### src/rtl/mac_pkg.sv
// Shared definitions for the MAC dot-product sequencer.
//   DATA_W  : operand width, fixed by the Dadda_Mult16 multiplier
//   PROD_W  : full product width (2*DATA_W)
//   state_t : sequencer FSM encoding (StIdle/StRun/StDrain/StDone)
package mac_pkg;

  localparam int unsigned DATA_W = 16;
  localparam int unsigned PROD_W = 2 * DATA_W;

  typedef logic [1:0] state_t;

  localparam state_t StIdle  = 2'd0;
  localparam state_t StRun   = 2'd1;
  localparam state_t StDrain = 2'd2;
  localparam state_t StDone  = 2'd3;

endpackage

### src/rtl/Dadda_Mult16.sv
// Unsigned 16x16 multiplier used by the MAC datapath.
//   a : operand A (DATA_W)
//   b : operand B (DATA_W)
//   p : full unsigned product (PROD_W), purely combinational
// Written behaviourally; synthesis maps it onto a reduction tree.
module Dadda_Mult16
  import mac_pkg::*;
(
  input  logic [DATA_W-1:0] a,
  input  logic [DATA_W-1:0] b,
  output logic [PROD_W-1:0] p
);

  assign p = PROD_W'(a) * PROD_W'(b);

endmodule

### src/rtl/mac_dot_ctrl.sv
// Dot-product sequencer around Dadda_Mult16.
//   clk, rst_n          : clock (rising edge), async active-low reset
//   start, len          : job start pulse and pair count, sampled in idle only
//   busy                : high whenever the sequencer is not idle
//   in_valid/in_ready   : operand-pair handshake, in_a/in_b operands
//   out_valid/out_ready : result handshake, out_acc sum, out_ovf sticky wrap flag
module mac_dot_ctrl
  import mac_pkg::*;
#(
  parameter int unsigned ACC_W = 40,  // must be >= PROD_W
  parameter int unsigned LEN_W = 8
) (
  input  logic              clk,
  input  logic              rst_n,
  input  logic              start,
  input  logic [LEN_W-1:0]  len,
  output logic              busy,
  input  logic              in_valid,
  output logic              in_ready,
  input  logic [DATA_W-1:0] in_a,
  input  logic [DATA_W-1:0] in_b,
  output logic              out_valid,
  input  logic              out_ready,
  output logic [ACC_W-1:0]  out_acc,
  output logic              out_ovf
);

  state_t             state_q, state_d;
  logic [LEN_W-1:0]   len_q;
  logic [LEN_W-1:0]   cnt_q;
  logic [DATA_W-1:0]  a_r, b_r;
  logic               v1, v2;
  logic [ACC_W-1:0]   p_r;
  logic [ACC_W-1:0]   acc;
  logic               ovf;
  logic [PROD_W-1:0]  prod;
  logic [ACC_W:0]     sum;

  logic start_job, accept, last_beat;

  assign start_job = (state_q == StIdle) && start;
  // in_ready depends only on registered state, never on in_valid.
  assign in_ready  = (state_q == StRun);
  assign accept    = in_valid && in_ready;
  assign last_beat = accept && ((cnt_q + LEN_W'(1)) == len_q);

  assign busy      = (state_q != StIdle);
  assign out_valid = (state_q == StDone);
  assign out_acc   = acc;
  assign out_ovf   = ovf;

  always_comb begin
    state_d = state_q;
    case (state_q)
      StIdle: begin
        if (start) state_d = (len == '0) ? StDone : StRun;
      end
      StRun: begin
        if (last_beat) state_d = StDrain;
      end
      StDrain: begin
        // Leave only once the last product has landed in the accumulator.
        if (!v1 && !v2) state_d = StDone;
      end
      StDone: begin
        if (out_ready) state_d = StIdle;
      end
      default: state_d = StIdle;
    endcase
  end

  always_ff @(posedge clk or negedge rst_n) begin
    if (!rst_n) begin
      state_q <= StIdle;
      len_q   <= '0;
      cnt_q   <= '0;
    end else begin
      state_q <= state_d;
      if (start_job) begin
        len_q <= len;
        cnt_q <= '0;
      end else if (accept) begin
        cnt_q <= cnt_q + LEN_W'(1);
      end
    end
  end

  // Stage 1: operand capture.
  always_ff @(posedge clk or negedge rst_n) begin
    if (!rst_n) begin
      a_r <= '0;
      b_r <= '0;
      v1  <= 1'b0;
    end else begin
      v1 <= accept;
      if (accept) begin
        a_r <= in_a;
        b_r <= in_b;
      end
    end
  end

  Dadda_Mult16 u_mult (
    .a (a_r),
    .b (b_r),
    .p (prod)
  );

  // Stage 2: registered, zero-extended product.
  always_ff @(posedge clk or negedge rst_n) begin
    if (!rst_n) begin
      p_r <= '0;
      v2  <= 1'b0;
    end else begin
      p_r <= ACC_W'(prod);
      v2  <= v1;
    end
  end

  assign sum = {1'b0, acc} + {1'b0, p_r};

  always_ff @(posedge clk or negedge rst_n) begin
    if (!rst_n) begin
      acc <= '0;
      ovf <= 1'b0;
    end else if (start_job) begin
      acc <= '0;
      ovf <= 1'b0;
    end else if (v2) begin
      acc <= sum[ACC_W-1:0];
      ovf <= ovf | sum[ACC_W];
    end
  end

endmodule

### config.mk
export PLATFORM = sky130hd
export DESIGN_NAME = mac_dot_ctrl
export DESIGN_NICKNAME = d
export VERILOG_FILES = /design/src/rtl/mac_pkg.sv /design/src/rtl/Dadda_Mult16.sv /design/src/rtl/mac_dot_ctrl.sv
export SDC_FILE = /design/constraint.sdc
export NUM_CORES = 1
export LEC_CHECK = 0
export CAP_MARGIN = 20
export CORE_ASPECT_RATIO = 0.7
export CORE_MARGIN = 5
export CORE_UTILIZATION = 67
export DETAILED_ROUTE_END_ITERATION = 8
export PLACE_DENSITY = 0.88
export SYNTH_ARGS = -nofsm -noshare
export SYNTH_HDL_FRONTEND = slang
export SYNTH_SLANG_ARGS = --single-unit
### constraint.sdc
create_clock -name clk -period 17.4 [get_ports clk]
set_input_delay 3.48 -clock clk [delete_from_list [all_inputs] [get_ports clk]]
set_output_delay 3.48 -clock clk [all_outputs]
set_load 0.01 [all_outputs]
Word-level counts from Yosys, hierarchy flattened. Index checks and enable logic that the tools add are counted.

Input bits: 45. Output and inout port bits: 44. Word-level logic and storage cells: 46. Bits in registers: 125.

Add/subtract/negate cells: 2. Multiply operators: 1. Reduce and logical (&&, ||, !) cells: 12. Mux-type cells: 12. Bitwise operators: 1. Eq/ne operators: 8.

Operators with widths (number): 2-to-1 mux 40 bit (2); adder 40 x 32 -> 41 bit (1); multiplier 16 x 16 -> 32 bit (1); 2-to-1 mux 8 bit (2); 2-to-1 mux 2 bit (5); adder 8 x 1 -> 8 bit, second input constant (1); equality test 8 bit (1); logical NOT 8 bit (1); case mux 2 bit (4 select lines) (1); nonzero test 2 bit (3); equality test 2 bit, second input constant (2); logical AND 1 bit (4); != test 2 x 1 -> 1 bit, second input constant (2); != test 2 bit, second input constant (2); AND reduction 4 bit (1); equality test 2 x 1 -> 1 bit, second input constant (1); logical NOT 1 bit (2); logical NOT 2 bit (1); 2-to-1 mux 1 bit (2); bitwise OR 1 bit (1).

Longest topological paths before layout. Gate-level depths: netlist of the first run.

Word-level depth: 5. Gate-level depth with buffers: 25.

Hierarchy. Synthesis of the first run repeated with hierarchy kept, for this count alone.

Cell total of the unflattened synthesis: 1736. Area total of the unflattened synthesis: 15290.9 um2.

By module, submodules not included: Dadda_Mult16 (seq. area each 0.0 um2, area each 8593.2 um2, times used 1, cells each 1001); mac_dot_ctrl (seq. area each 3128.0 um2, area each 6697.7 um2, times used 1, cells each 735).

Least setup slack after synthesis of the first run. Ideal clock, no wire load.

Path type: reg2reg. Start point: register b_r[7]. End point: register p_r[29]. Required time: 17.320 ns. Setup slack: 11.053 ns. Stages on the path, launching flop included: 26. Arrival: 6.267 ns. Period minus slack after synthesis: 6.347 ns. Buffers on the path: 3. Path through: dfrtp_1 > clkbuf_1 > clkbuf_1 > nand2_1 > fa_1 > inv_1 > fa_1 > inv_1 > fa_1 > inv_1 > fa_1 > fa_1 > inv_1 > fa_1 > inv_1 > ha_1 > buf_6 > a21o_1 > a21oi_1 > o21ai_0 > a41oi_1 > a31oi_1 > or4_1 > a31o_2 > a21oi_2 > xnor2_1.

Cells in the longest elaborated chain, start to end: 1.

RTL lines: start: declaration (line mac_dot_ctrl.sv:31) `logic [DATA_W-1:0] a_r, b_r;`; start signal: assignment (line mac_dot_ctrl.sv:98) `b_r <= in_b;`; multiplier 16 x 16 -> 32 bit (line Dadda_Mult16.sv:14) `assign p = PROD_W'(a) * PROD_W'(b);`; net prod[29] (line mac_dot_ctrl.sv:36) `logic [PROD_W-1:0] prod;`; end signal: assignment (line mac_dot_ctrl.sv:115) `p_r <= ACC_W'(prod);`; end: declaration (line mac_dot_ctrl.sv:33) `logic [ACC_W-1:0] p_r;`.

The timed path passes the listed nets, and every way through them passes these cells. A chain may end at the register's enable or synchronous reset.

Final worst setup path of the first run.
Start point: register a_r[7]. End point: register p_r[29].

Cells in the longest elaborated chain, start to end: 1.

RTL lines: start: declaration (line mac_dot_ctrl.sv:31); start signal: assignment (line mac_dot_ctrl.sv:97) `a_r <= in_a;`; multiplier 16 x 16 -> 32 bit (line Dadda_Mult16.sv:14); net prod[29] (line mac_dot_ctrl.sv:36).

The timed path passes the listed nets, and every way through them passes these cells.

==> flow_metrics.tcl, run 1 <==
set metrics [dict create \
    status "finished, final reports clean" \
    mostFrequentLayoutCell "nand2_1" \
    rsz0062_at_grt "no" \
    r2r_slack_ps 10670 \
    synth_top_family_by_area "adder cells" \
    yosysSeqAreaShare_pct 21.0 \
    yosys-top-cells-area "fa_1, dfrtp_1, ha_1, nand2_1, inv_1" \
    synth_edf_count 0 \
    setup_viol 0 \
    r2r_end "p_r[29]$_DFF_PN0_" \
    min_path_type "flip-flop to flip-flop" \
    cts_sinks 125 \
    fin_ws_ps 10670 \
    synthCells 1682 \
    synthFlopType "dfrtp_1" \
    synth-async-reset-ratio_pct 100 \
    cts-buffers-inserted 17 \
    worstMarginPinSlew_ps 1080 \
    grt_first_pass_wirelength_microns 62800 \
    first_global_vias 12700 \
    holdWs_ps 369 \
    cp-start-kind "flip-flop" \
    synth_top_area_share_pct 26.2 \
    postRouteAntennaNets 0 \
    hp-start "v1$_DFF_PN0_" \
    r2r_start "a_r[7]$_DFFE_PN0P_" \
    maxCapViolations 0 \
    crit_arrival_ps 7090 \
    nNetsFinal 2100 \
    antenna_found_initial 0 \
    gp_congestion 0.930 \
    io_pins 89 \
    path_buf_inv 5 \
    criticalPathCategory "flip-flop to flip-flop" \
    drt_iter0_drc 900 \
    drc 0 \
    path_cells "nand2_1, fa_1, inv_1, fa_1, inv_1, fa_1, inv_1, fa_1, fa_1, inv_1, fa_1, inv_1, ha_1, a21o_1, a21oi_1, o21ai_0, a41oi_1, a31oi_1, or4_1, a31o_2, a21oi_2, xnor2_1" \
    design.die.area_sq_mm 0.0254 \
    cts_max_path_buffers 2 \
    grt_max_degree 66 \
    critPathCaptureType "flip-flop" \
    clock.fmax_mhz 149 \
    hold_path_depth 0 \
    hold_buffers 0 \
    slew_headroom_pct 27.9 \
    final.setup.tns_ps 0 \
    syn2layout_area_growth_pct 10.9 \
    synth_area_leader_cell "fa_1" \
    finalHoldViolCount 0 \
    synth-compound-area-share_pct 9.16 \
    antenna_cells 0 \
    syn_area_sq_mm 0.0149 \
    clk_latency_ps 440 \
    place_ws_ps 10670 \
    grt_overflow_total 0 \
    htreeDepth 4 \
    via_count 12000 \
    port_buffers 88 \
    crit_required_ps 17760 \
    utilization_pct 75.9 \
    layout_common_cells "nand2_1, inv_1, fa_1, ha_1, dfrtp_1" \
    cts_tree "done" \
    synth_xor_area_share_pct 4.05 \
    critical-path-top-delay-family "adder cells" \
    core-area_sq_mm 0.0218 \
    via_per_inst 5.96 \
    synth_cell_types 59 \
    drive_gt1_share_pct 3.00 \
    yosys.area_share.simple_pct 18.5 \
    worstPathMaxFanout 17 \
    fp-row-count 45 \
    wl_per_cell_microns 18.5 \
    cpMostUsedCell "fa_1" \
    yosys_warnings 0 \
    post_cts_buffers 0 \
    cts_resized 0 \
    grt_usage_pct 30.6 \
    synth.mux.area_fraction_pct 1.01 \
    dr.pass1.iters 5 \
    drt_wl_total_microns 37300 \
    start_util_pct 68.5 \
    ff2ff_path_depth 22 \
    die_x_microns 188 \
    hpwl_microns 27400 \
    period_share_pct 38.7 \
    die_y_microns 135 \
    drv_slew 0 \
    synth_fa_ha_area_share_pct 38.1 \
    cp_slowest_cell "dfrtp_1" \
    whs_endpoint "v2$_DFF_PN0_" \
    avgSynthCellArea_sq_um 8.87 \
    synth_seq_cells 125 \
    clk_pin_slew_worst_paths_ps 60 \
    critPathMaxStageDelay_ps 730 \
    finClkSkew_ps 12.1 \
    cts_root_buf "clkbuf_16" \
    syn-num-nets 2064 \
    fin_crit_ps 6730 \
]
## registers in the layout (all words and copies together) (netlist names)
signal	cells
out_acc	40
p_r	32
a_r	16
b_r	16
cnt_q	8
len_q	8
state_q	2
out_ovf	1
v1	1
v2	1
## logic make-up after synthesis
group	after synthesis
xor+xnor	69
buf+inv	324
simple gates	600
mux	15
flops	125
fa+ha+maj	337
compound gates	212
## cell type report
class | instances | area (sq um)
sequential | 125 | 3130
clock inverter | 14 | 205
clock buffer | 18 | 439
fill | 1457 | 5250
inverter | 247 | 927
timing repair buffer | 94 | 923
multi-input combinational | 1233 | 10600
tap | 282 | 353
## worst max path at each step
| stage | from | end | slack (ps) | depth (start not counted) |
|---|---|---|---|---|
| final | a_r[7]$_DFFE_PN0P_ | p_r[29]$_DFF_PN0_ | 10670 | 22 |
| after global routing | a_r[7]$_DFFE_PN0P_ | p_r[29]$_DFF_PN0_ | 10310 | 22 |
| after CTS | a_r[7]$_DFFE_PN0P_ | p_r[29]$_DFF_PN0_ | 10700 | 22 |
| after detailed placement | a_r[7]$_DFFE_PN0P_ | p_r[29]$_DFF_PN0_ | 10670 | 22 |
| after global placement | a_r[7]$_DFFE_PN0P_ | p_r[29]$_DFF_PN0_ | 10870 | 22 |
| after floorplan | b_r[7]$_DFFE_PN0P_ | p_r[29]$_DFF_PN0_ | 11050 | 25 |
## synth_stat cells, types with 21 or more instances
library cell / number
and2_1: 117
clkbuf_1: 68
xnor2_1: 48
nand2_1: 312
ha_1: 142
o21ai_0: 36
xor2_1: 21
a21oi_1: 70
nor2_1: 71
dfrtp_1: 125
a21o_1: 23
inv_1: 247
fa_1: 195
## metrics by stage
stage          cell area, sq um  cells
2_1_floorplan             14900   1682
6_report                  16500   2013
3_5_place_dp              15900   1981
4_1_cts                   16500   2013
3_3_place_gp              15900   1981
5_1_grt                   16500   2013
## per-layer routing
metal,global-route usage (%),routed length (microns),vias up
li1,-,-,5389
met2,51.8,18200,598
met5,0,0,-
met3,6.30,3240,105
met1,40.3,14700,5914
met4,9.59,1110,0
## worst register-to-register path, delay by kind of cell (launching register included)
family,cells,cell delay (ps)
adders and majority gates,7,3550
buffers and inverters,5,250
DFF,1,730
xor gates and xnor gates,1,120
AOI/OAI and AO/OA,7,1330
and+or+nand+nor,2,660
Power of run 1 is left out: the tool's default activity adds up to more than one toggle a clock period on the data nets, which glitch-free logic cannot reach.
==> run 2: changes to the inputs <==
--- a/config.mk
+++ b/config.mk
@@ -8,9 +8,9 @@
 export CAP_MARGIN = 20
 export CORE_ASPECT_RATIO = 0.7
 export CORE_MARGIN = 5
-export CORE_UTILIZATION = 67
+export CORE_UTILIZATION = 56
 export DETAILED_ROUTE_END_ITERATION = 8
-export PLACE_DENSITY = 0.88
+export PLACE_DENSITY = 0.79
 export SYNTH_ARGS = -nofsm -noshare
 export SYNTH_HDL_FRONTEND = slang
 export SYNTH_SLANG_ARGS = --single-unit
==> constraint.sdc (replaced) <==
create_clock -name clk -period 5.6 [get_ports clk]
set_input_delay 1.12 -clock clk [delete_from_list [all_inputs] [get_ports clk]]
set_output_delay 1.12 -clock clk [all_outputs]
set_load 0.01 [all_outputs]
==> run 2 against run 1 <==
The flow now finishes with violations (setup timing). Maximum frequency up 13%. Count of clock-buffer cells in the layout decreased by 1. Hold slack better by 12 ps. Design area increased by 10%. Clock skew down 0.85 ps. First-iteration DRC count is 12% lower. Register-to-register slack got worse by 11000 ps. Final cell count increased by 12%. Die area is 18% higher. Highest routed layer unchanged.
==> flow_metrics.tcl, run 2 (synthesis gave the netlist of run 1 again) <==
set metrics [dict create \
    io_pins 89 \
    fin_ws_ps -355 \
    violations "setup timing" \
    mostFrequentLayoutCell "nand2_1" \
    clock.fmax_mhz 168 \
    worstMarginPinSlew_ps 1020 \
    crit_start "b_r[7]$_DFFE_PN0P_" \
    ff2ff_path_depth 22 \
    min_path_type "flip-flop to flip-flop" \
    clk_latency_ps 430 \
    worstPathMaxFanout 6 \
    hpwl_microns 29700 \
    nNetsFinal 2252 \
    port_buffers 88 \
    die_y_microns 147 \
    gp_congestion 0.930 \
    r2r_start "b_r[7]$_DFFE_PN0P_" \
    place_area_sq_mm 0.0169 \
    critPathCaptureType "flip-flop" \
    grt_overflow_total 0 \
    cp-start-kind "flip-flop" \
    crit_arrival_ps 6310 \
    criticalPathCategory "flip-flop to flip-flop" \
    layout_common_cells "nand2_1, inv_1, fa_1, buf_4, ha_1" \
    syn2layout_area_growth_pct 22.5 \
    grt_max_degree 53 \
    drt_iter0_drc 793 \
    largest_register_ffs 40 \
    drt_wl_total_microns 39600 \
    crit_end "p_r[29]$_DFF_PN0_" \
    period_share_pct 106 \
    die_x_microns 205 \
    maxCapViolations 0 \
    drc 0 \
    rsz0062_at_grt "yes" \
    via_count 12500 \
    grt_usage_pct 26.5 \
    postRouteAntennaNets 0 \
    antenna_cells 0 \
    slew_headroom_pct 31.7 \
    drv_slew 0 \
    fp-row-count 50 \
    cts-buffers-inserted 17 \
    htreeDepth 4 \
    drive_gt1_share_pct 15.7 \
    via_per_inst 5.55 \
    cts_root_buf "clkbuf_16" \
    grt_first_pass_wirelength_microns 64400 \
    finalHoldViolCount 0 \
    r2r_end "p_r[29]$_DFF_PN0_" \
    wl_per_cell_microns 17.6 \
    dr.pass1.iters 7 \
    fin_area_sq_mm 0.0183 \
    crit_required_ps 5960 \
    cts_max_path_buffers 2 \
    cts_tree "done" \
    r2r_slack_ps -350 \
    cts_sinks 125 \
    nFillCells 1945 \
    first_global_vias 13000 \
    start_util_pct 56.4 \
    fin_crit_ps 5950 \
    status "finished with violations" \
    clk_pin_slew_worst_paths_ps 70 \
    hold_buffers 0 \
    core-area_sq_mm 0.0265 \
    antenna_found_initial 1 \
    finClkSkew_ps 11.2 \
    setup_viol 13 \
    hp-start "v1$_DFF_PN0_" \
    design.die.area_sq_mm 0.0301 \
]
==> run 2: changes by cell type in the layout (fill, tap and decap cells not counted), moves of 8 or more <==
cell | previous run | this run
buf_4 | 7 | 137
dfrtp_1 | 125 | 105
dfrtp_2 | 0 | 20
buf_6 | 0 | 14
inv_1 | 247 | 234
inv_2 | 0 | 12
and2_1 | 117 | 109
and2_4 | 0 | 8
fa_1 | 195 | 187
fa_2 | 0 | 8
nand2_1 | 312 | 304
==> run 2: layer usage <==
metal	global-route usage [%]	part of all wire, %	vias up
li1	-	-	5712
met1	36.8	42	6145
met2	42.9	48	507
met3	4.51	6.8	104
met4	7.97	2.8	0
met5	0	0	-
==> run 2: timing repair <==
item / 4_1_cts / 5_1_grt
setup buffers: 20 / 17
endpoints found under the setup margin: 14 / 17
pin swaps: 19 / 51
resized for setup: 61 / 52
==> run 2: per-stage QoR <==
| stage | hold slack [ps] | TNS, ps | setup slack [ps] | utilization, % | cells |
|---|---|---|---|---|---|
| final | 381 | -2380 | -355 | 69.0 | 2247 |
| after global routing | 401 | -4660 | -525 | 69.0 | 2247 |
| after CTS | 378 | -1870 | -302 | 67.7 | 2231 |
| after detailed placement | 363 | -4830 | -731 | 64.0 | 2179 |
| after global placement | 358 | -3490 | -549 | 64.0 | 2179 |
| after floorplan | 349 | -286 | -286 | - | 1682 |
==> run 2: worst min-delay path by stage <==
| stage | to | cells past startpoint | slack [ps] |
|---|---|---|---|
| finish | v2$_DFF_PN0_ | 0 | 380 |
| global route | v2$_DFF_PN0_ | 0 | 400 |
| CTS | v2$_DFF_PN0_ | 0 | 380 |
| detailed placement | v2$_DFF_PN0_ | 0 | 360 |
| global placement | v2$_DFF_PN0_ | 0 | 360 |
| floorplan | v2$_DFF_PN0_ | 0 | 350 |
==> run 2: cell type report <==
cell class | instances | area (sq um) | area share [%]
Multi-Input combinational cell | 1233 | 10900 | 59.9
Sequential cell | 125 | 3150 | 17.3
Timing Repair Buffer | 246 | 2200 | 12.0
Inverter | 247 | 930 | 5.09
Tap cell | 364 | 455 | 2.49
Clock buffer | 17 | 425 | 2.33
Clock inverter | 15 | 170 | 0.932
==> run 2: critical path, cell delays in order (launching register included) <==
cell     delay [ps]
dfrtp_2         480
buf_4           140
buf_4            90
nand2_1          60
fa_1            500
fa_1            520
inv_1            50
fa_1            580
fa_1            450
fa_1            490
inv_1            50
fa_1            480
inv_1            40
ha_1            340
nand2_4         130
nor3_2           60
o21a_1          130
a31oi_4         220
a31oi_4         130
or4_4           430
a31o_2          260
a21oi_2         130
xnor2_1         120
Power of run 2 is left out for the same reason.
